### config.mk
export PLATFORM = sky130hd
export DESIGN_NAME = ks_multiword_adder
export DESIGN_NICKNAME = d
export VERILOG_FILES = /design/src/rtl/ks_multiword_adder.sv
export SDC_FILE = /design/constraint.sdc
export NUM_CORES = 1
export LEC_CHECK = 0
export ABC_AREA = 1
export CAP_MARGIN = 30
export CORE_ASPECT_RATIO = 0.5
export CORE_MARGIN = 2
export CORE_UTILIZATION = 30
export DETAILED_ROUTE_END_ITERATION = 6
export GPL_TIMING_DRIVEN = 0
export PLACE_DENSITY = 0.53
export SYNTH_ARGS = -nofsm -noshare
export SYNTH_HDL_FRONTEND = slang
export SYNTH_SLANG_ARGS = --single-unit
### constraint.sdc
create_clock -name clk -period 2.44 [get_ports clk]
set_clock_uncertainty 0.2 [all_clocks]
set_input_delay 0.366 -clock clk [delete_from_list [all_inputs] [get_ports clk]]
set_output_delay 0.366 -clock clk [all_outputs]
set_load 0.02 [all_outputs]
### src/rtl/ks_multiword_adder.sv
// Multi-cycle wide adder. One 16-bit Kogge-Stone slice is reused for every
// word, least-significant word first, with the carry held in a register between words.

module kogge_stone #(
    parameter int NBITS = 16
) (
    input  logic [NBITS-1:0] a,
    input  logic [NBITS-1:0] b,
    input  logic             carry_in,
    output logic [NBITS-1:0] sum_out,
    output logic             carry_out
);
    localparam int LV = $clog2(NBITS);

    logic [NBITS-1:0]        p0;
    logic [LV:0][NBITS-1:0]  g;
    logic [LV:0][NBITS-1:0]  p;

    assign p0   = a ^ b;
    // The carry-in is folded into bit 0's generate, so the prefix tree needs no extra column
    assign g[0] = (a & b) | {{(NBITS-1){1'b0}}, p0[0] & carry_in};
    assign p[0] = p0;

    for (genvar lv = 0; lv < LV; lv++) begin : g_lvl
        localparam int D = 1 << lv;
        for (genvar i = 0; i < NBITS; i++) begin : g_bit
            if (i >= D) begin : g_cmb
                assign g[lv+1][i] = g[lv][i] | (p[lv][i] & g[lv][i-D]);
                assign p[lv+1][i] = p[lv][i] & p[lv][i-D];
            end else begin : g_pass
                assign g[lv+1][i] = g[lv][i];
                assign p[lv+1][i] = p[lv][i];
            end
        end
    end

    assign sum_out   = p0 ^ {g[LV][NBITS-2:0], carry_in};
    assign carry_out = g[LV][NBITS-1];
endmodule

module ks_multiword_adder #(
    parameter int NBITS = 16,
    parameter int WORDS = 4
) (
    input  logic                   clk,
    input  logic                   rst_n,
    input  logic                   in_valid,
    output logic                   in_ready,
    input  logic [NBITS*WORDS-1:0] a,
    input  logic [NBITS*WORDS-1:0] b,
    input  logic                   carry_in,
    output logic                   out_valid,
    input  logic                   out_ready,
    output logic [NBITS*WORDS-1:0] sum,
    output logic                   carry_out,
    output logic                   ovf
);
    localparam int W  = NBITS * WORDS;
    localparam int IW = $clog2(WORDS);
    localparam logic [IW-1:0] LAST = IW'(WORDS - 1);

    localparam logic [1:0] IDLE = 2'd0;
    localparam logic [1:0] RUN  = 2'd1;
    localparam logic [1:0] DONE = 2'd2;

    logic [1:0]       state;
    logic [W-1:0]     a_sh, b_sh, sum_sh;
    logic             carry_r;
    logic [IW-1:0]    idx;
    logic             msb_a, msb_b;
    logic [NBITS-1:0] ks_sum;
    logic             ks_cout;

    kogge_stone #(.NBITS(NBITS)) u_ks (
        .a         (a_sh[NBITS-1:0]),
        .b         (b_sh[NBITS-1:0]),
        .carry_in  (carry_r),
        .sum_out   (ks_sum),
        .carry_out (ks_cout)
    );

    always_ff @(posedge clk or negedge rst_n) begin
        if (!rst_n) begin
            state   <= IDLE;
            a_sh    <= '0;
            b_sh    <= '0;
            sum_sh  <= '0;
            carry_r <= 1'b0;
            idx     <= '0;
            msb_a   <= 1'b0;
            msb_b   <= 1'b0;
        end else begin
            case (state)
                IDLE: if (in_valid) begin
                    a_sh    <= a;
                    b_sh    <= b;
                    carry_r <= carry_in;
                    msb_a   <= a[W-1];
                    msb_b   <= b[W-1];
                    idx     <= '0;
                    state   <= RUN;
                end
                RUN: begin
                    // Each slice result enters at the top; after WORDS shifts slice 0 sits at the bottom
                    sum_sh  <= {ks_sum, sum_sh[W-1:NBITS]};
                    a_sh    <= a_sh >> NBITS;
                    b_sh    <= b_sh >> NBITS;
                    carry_r <= ks_cout;
                    idx     <= idx + 1'b1;
                    if (idx == LAST) state <= DONE;
                end
                DONE: if (out_ready) state <= IDLE;
                default: state <= IDLE;
            endcase
        end
    end

    assign in_ready  = (state == IDLE);
    assign out_valid = (state == DONE);
    assign sum       = sum_sh;
    assign carry_out = carry_r;
    assign ovf       = out_valid && (msb_a == msb_b) && (sum_sh[W-1] != msb_a);
endmodule

# Word-level counts from Yosys, hierarchy flattened
# Index checks and enable logic that the tools add are counted.
# word_totals
reg_bits,199
elab_cells,173
out_inout_bits,68
input_bits,133
# classes
mux,12
n_addsub,1
n_reduce_logical,7
n_eq_ne,8
n_bitwise,137
# ops
operator,count
$pmux 64 s2,2
$mux 64,2
$and 1x1->1,84
$or 1x1->1,49
$xor 16x16->16,2
$and 16x16->16,1
$or 16x1->16,1
$mux 2,4
$pmux 2 s3,1
$eq 2x2->1 const B,2
$ne 2x2->1 const B,2
$pmux 2 s2,1
$reduce_and 2->1,2
$reduce_and 3->1,1
$add 2x1->2 const B,1
$eq 2x1->1 const B,1
$logic_and 1x1->1,2
$logic_not 2->1,1
$ne 2x1->1 const B,1
$pmux 1 s2,1
$reduce_bool 2->1,1
$eq 1x1->1,1
$mux 1,1
$ne 1x1->1,1

# Depth between registers and ports, before layout
# logic_depth
depth_word,12
ltp_mapped,12
mapped_depth_nobuf,12

# Hierarchy
# From an unflattened synthesis, not the netlist that was laid out.
# unflattened
cells_unflattened,1330
hier_area_um2,9875.7
# by_module_without_submodules
module,n_inst,seq_area_each_um2,area_per_inst_um2,cells_per_inst
ks_multiword_adder,1,4979.8,8869.8,1141
kogge_stone,1,0.0,1006.0,189

# Worst setup path after synthesis
# No wires, ideal clock.
# synth_timing
path_type,register to register
start,"reg carry_r, in the netlist carry_out"
end,"reg sum_sh[54], in the netlist sum[54]"
setup_slack_ns,0.369
path_stages_with_launch,10
setup_ns,0.130
t_arrival_ns,1.741
t_required_ns,2.110
n_path_buf,0
synth_period_minus_slack_ns,2.071
path_cell_list,dfrtp_1 fa_1 inv_1 fa_1 inv_1 nand2_1 nand3_1 or2_2 nand3_1 o21ai_0
# synth_between
elab_chain_len,7
# synth_rtl
item,line,text
start: declaration,68,logic carry_r;
start signal: assignment,97,carry_r <= carry_in;
start signal: assignment,108,carry_r <= ks_cout;
$and 1x1->1,21,"assign g[0] = (a & b) | {{(NBITS-1){1'b0}}, p0[0] & carry_in};"
$or 16x1->16,21,
$and 1x1->1,28,assign g[lv+1][i] = g[lv][i] | (p[lv][i] & g[lv][i-D]);
$or 1x1->1,28,
$and 1x1->1,28,
$or 1x1->1,28,
$xor 16x16->16,37,"assign sum_out = p0 ^ {g[LV][NBITS-2:0], carry_in};"
end signal: assignment,105,"sum_sh <= {ks_sum, sum_sh[W-1:NBITS]};"
end: declaration,67,"logic [W-1:0] a_sh, b_sh, sum_sh;"
# No other way between the ends.
# A chain may end at the register's enable or synchronous reset.

# Worst setup path after layout
# Same ends and word-level chain as after synthesis.

==> parameters.txt <==
Parameter                              Value

Clock network
  Post-CTS setup buffer count    0
  CTS sink cnt    199
  Clock root buffer master    sky130_fd_sc_hd__clkbuf_16
  Clock latency on the worst-skew pair    450 ps
  CTS H-Tree Depth    4
  Bufs on Longest Clock Path    2
  CTS tree    yes
  Clk pin slew, worst setup/hold paths    70 ps
  Total clock buffers created by CTS    17

Layout
  Layout fillers    between 3000 and 4000
  Fin nets    1403
  Layout cells sized above 1    0.119
  Final cell count without fillers    1702
  Non-Filler Cell Area, Final    12700 sq um
  Synth-to-layout area growth    33.4%
  Final Core Density    0.404

Placed design
  Post-Place Setup Slack    45.7 ps
  Placer congestion estimate    approximately 0.86
  Post-Place Cells    1664
  Number of port buffers    200
  Placed standard-cell area    12100 sq um
  Hpwl dp    approximately 23 mm

GRT
  Maximum number of pins on one net before global-route repair    116
  First-pass GRT wire length    between 40 and 50 mm
  Sum of overflow across all layers after global routing    0
  Number of antenna violations at the first check in global routing    5
  Via count of the first global-routing pass    8116
  Total global routing track utilization    0.185

Logic synthesis
  Number of synthesized register bits    199
  Sequential-to-total area share from yosys stat    0.522
  Post-Synthesis Net Count    1182
  Most common cell in the netlist    sky130_fd_sc_hd__nand2_1
  Number of enable-type register cells in the synthesized netlist    0
  Synthesis Warnings    0
  Post-synth ARST share    1.00
  Largest cells by area after synthesis    sky130_fd_sc_hd__dfrtp_1 (52%), sky130_fd_sc_hd__a221oi_2 (9.4%), sky130_fd_sc_hd__nand2_1 (8.3%)
  Synthesized area per cell    between 9 and 10 sq um
  Most used flip-flop cell after synthesis    sky130_fd_sc_hd__dfrtp_1
  Library cell with the largest summed area after synthesis    sky130_fd_sc_hd__dfrtp_1
  Number of distinct standard cells referenced by the synthesized netlist    34
  Leading cell types by count after synthesis    sky130_fd_sc_hd__nand2_1 (212), sky130_fd_sc_hd__dfrtp_1 (199), sky130_fd_sc_hd__inv_1 (163)
  Fraction of synthesized cell area taken by the top area cell type    0.522
  Gate Count Post-Synth    1031
  Cell area after synthesis    9540 sq um

Route
  Number of vias in the routed layout    8042
  Post-route ant nets    0
  Total detailed-routing wirelength    30.2 mm
  Violation count after the first detailed-route iteration    597
  Number of iterations in the first detailed-routing pass    5
  Average wire length per cell after detail routing    around 18 microns
  Post-route DRC    0
  Average via count per standard cell    about 4.7

Timing
  Final Setup Violations    0
  Period utilization    0.952
  Final TNS setup    0 ps
  Final critical path time including I/O delays and setup    2320 ps
  Number of pins with negative max-slew slack in the final report    0
  Smallest setup slack after layout    117 ps
  Max Fclk    between 400 and 500 MHz
  Final hold viol count    0
  Max transition margin    0.513
  Unrepaired setup endpoints after global routing    no
  Measured slew at the worst slew-check pin    around 730 ps
  WHS    267 ps

Die
  Die area    33300 sq um
  Placeable core area    31500 sq um
  Chip width    256 microns
  Row Count    46
  Die Y-Extent    130 microns
  Effective utilization at floorplan    0.303
  I/O pin total    201

Power
  Leakage component of the power    5.63 nW
  Power density over cell area    about 1600 nW/um^2
  Switching power as a share of total power    0.458
  Relative contribution of the clock network to total power    0.142
  Total internal power    10.8 mW
  Portion of total power attributed to sequential cells    0.288
  VDD IR max    519 uV
  Logic gate share of total power    0.570
  Overall power of the completed layout    19.9 mW
  Net switching power figure    9.11 mW

Setup path
  Worst-path fanout max    4
  Reg2reg setup slack    roughly 120 ps
  Type of element launching the critical path    flop
  Worst path arrival time    2430 ps
  End of the critical path    sum[54]
  Worst-path cell with the longest stage delay    sky130_fd_sc_hd__dfrtp_2
  Critical setup path kind    reg -> reg
  Levels on crit path    9
  Critical Path End Type    flop
  Reg2Reg Launch Point    carry_out
  Launching instance or port of the critical path    carry_out
  Number of cell instances on the worst register-to-register path    9
  Crit path max-delay family    adder cells
  Largest stage delay, worst path    450 ps
  End of the worst register-to-register path    sum[54]
  CP Data Required Time    2550 ps
  Worst Path Buf+Inv    2
  CP cell instances    fa_1 -> inv_1 -> fa_1 -> inv_1 -> nand2_1 -> nand3_2 -> or2_2 -> nand3_1 -> o21ai_0

Hold path
  Count of cells along the worst hold path    3
  Type of the tightest min-delay check    in -> reg

Flow run
  Max_cap viols    0

Outcome
  Run status    finished clean
## cell usage in the layout (no fill, tap or decap), types with 2 or more instances in the layout
cell type	count
sky130_fd_sc_hd__nand2_1	212
sky130_fd_sc_hd__dfrtp_1	198
sky130_fd_sc_hd__clkdlybuf4s50_1	197
sky130_fd_sc_hd__inv_1	163
sky130_fd_sc_hd__nor3_1	99
sky130_fd_sc_hd__a221oi_2	60
sky130_fd_sc_hd__o21ai_0	42
sky130_fd_sc_hd__a21oi_1	41
sky130_fd_sc_hd__o21ai_1	40
sky130_fd_sc_hd__buf_2	38
sky130_fd_sc_hd__o21a_1	30
sky130_fd_sc_hd__nand3_1	21
sky130_fd_sc_hd__clkbuf_1	18
sky130_fd_sc_hd__clkbuf_16	17
sky130_fd_sc_hd__ha_1	16
sky130_fd_sc_hd__nor2_1	15
sky130_fd_sc_hd__a221oi_1	6
sky130_fd_sc_hd__diode_2	5
sky130_fd_sc_hd__clkinvlp_4	5
sky130_fd_sc_hd__inv_2	4
sky130_fd_sc_hd__buf_4	4
sky130_fd_sc_hd__or2_2	4
sky130_fd_sc_hd__clkinv_2	3
sky130_fd_sc_hd__nand3b_1	2
sky130_fd_sc_hd__xor2_1	2
sky130_fd_sc_hd__fa_1	2
sky130_fd_sc_hd__bufinv_16	2
sky130_fd_sc_hd__clkinv_4	2
## logic make-up after synthesis
group	share of synthesized area
AND/OR/NAND/NOR	0.163
buffers and inverters	0.0971
AO/OA/AOI/OAI	0.191
flip-flops	0.522
adder cells (fa/ha/maj)	0.0252
XOR/XNOR	0.00184
## final cells by class
class / count / area [sq um] / area share
tap: 432 / 541 / 0.0425
multi-input combinational: 604 / 3640 / 0.286
buffer: 61 / 299 / 0.0235
clock inverter: 14 / 150 / 0.0118
inverter: 167 / 627 / 0.0493
antenna: 5 / 12.5 / 0.000983
sequential: 199 / 4980 / 0.391
clock buffer: 18 / 429 / 0.0337
timing repair buffer: 202 / 2050 / 0.161
## power by group through the flow
| stage | registers, mW | logic (mW) | clock network, mW |
|---|---|---|---|
| 2_1_floorplan | 6.19 | 6.92 | 0 |
| 3_3_place_gp | 5.79 | 11.1 | 0 |
| 3_5_place_dp | 5.80 | 11.3 | 0 |
| 4_1_cts | 5.74 | 11.4 | 2.90 |
| 5_1_grt | 5.91 | 12.6 | 3.02 |
| 6_report | 5.74 | 11.3 | 2.83 |
## state kept, by name, summed over array words and instances (netlist names)
signal / count
a_sh: 64
b_sh: 64
carry_out: 1
idx: 2
msb_a: 1
msb_b: 1
state: 2
sum: 64
## metal layers
layer | track usage | routed length [microns] | vias up
met5 | 0 | 0 | -
met4 | 0.0540 | 434 | 0
met3 | 0.0375 | 1160 | 31
met2 | 0.304 | 14400 | 143
met1 | 0.249 | 14200 | 3995
li1 | - | - | 3873
## worst min-delay path by stage
| stage | start | end | slack, ps |
|---|---|---|---|
| global placement | sum[13] | sum[13] | 270 |
| CTS | b[52] | b_sh[52] | 240 |
| global route | a[54] | a_sh[54] | 270 |
| finish | b[52] | b_sh[52] | 270 |
| detailed placement | rst_n | a_sh[48] | 210 |
| floorplan | rst_n | a_sh[0] | -130 |
## what timing repair did
| item | CTS | global route |
|---|---|---|
| cloned | 0 | 0 |
| endpoints found under the hold margin | 84 | 0 |
| gates resized for setup | 1 | 3 |
| hold buffers | 1 | 0 |
| endpoints found under the setup margin | 1 | 4 |
## worst min-delay path, stage by stage
cell                              delay, ps
sky130_fd_sc_hd__clkdlybuf4s50_1        390
sky130_fd_sc_hd__nand2_1                 60
sky130_fd_sc_hd__o21ai_1                 50
Power figures use the tool's default switching activity.
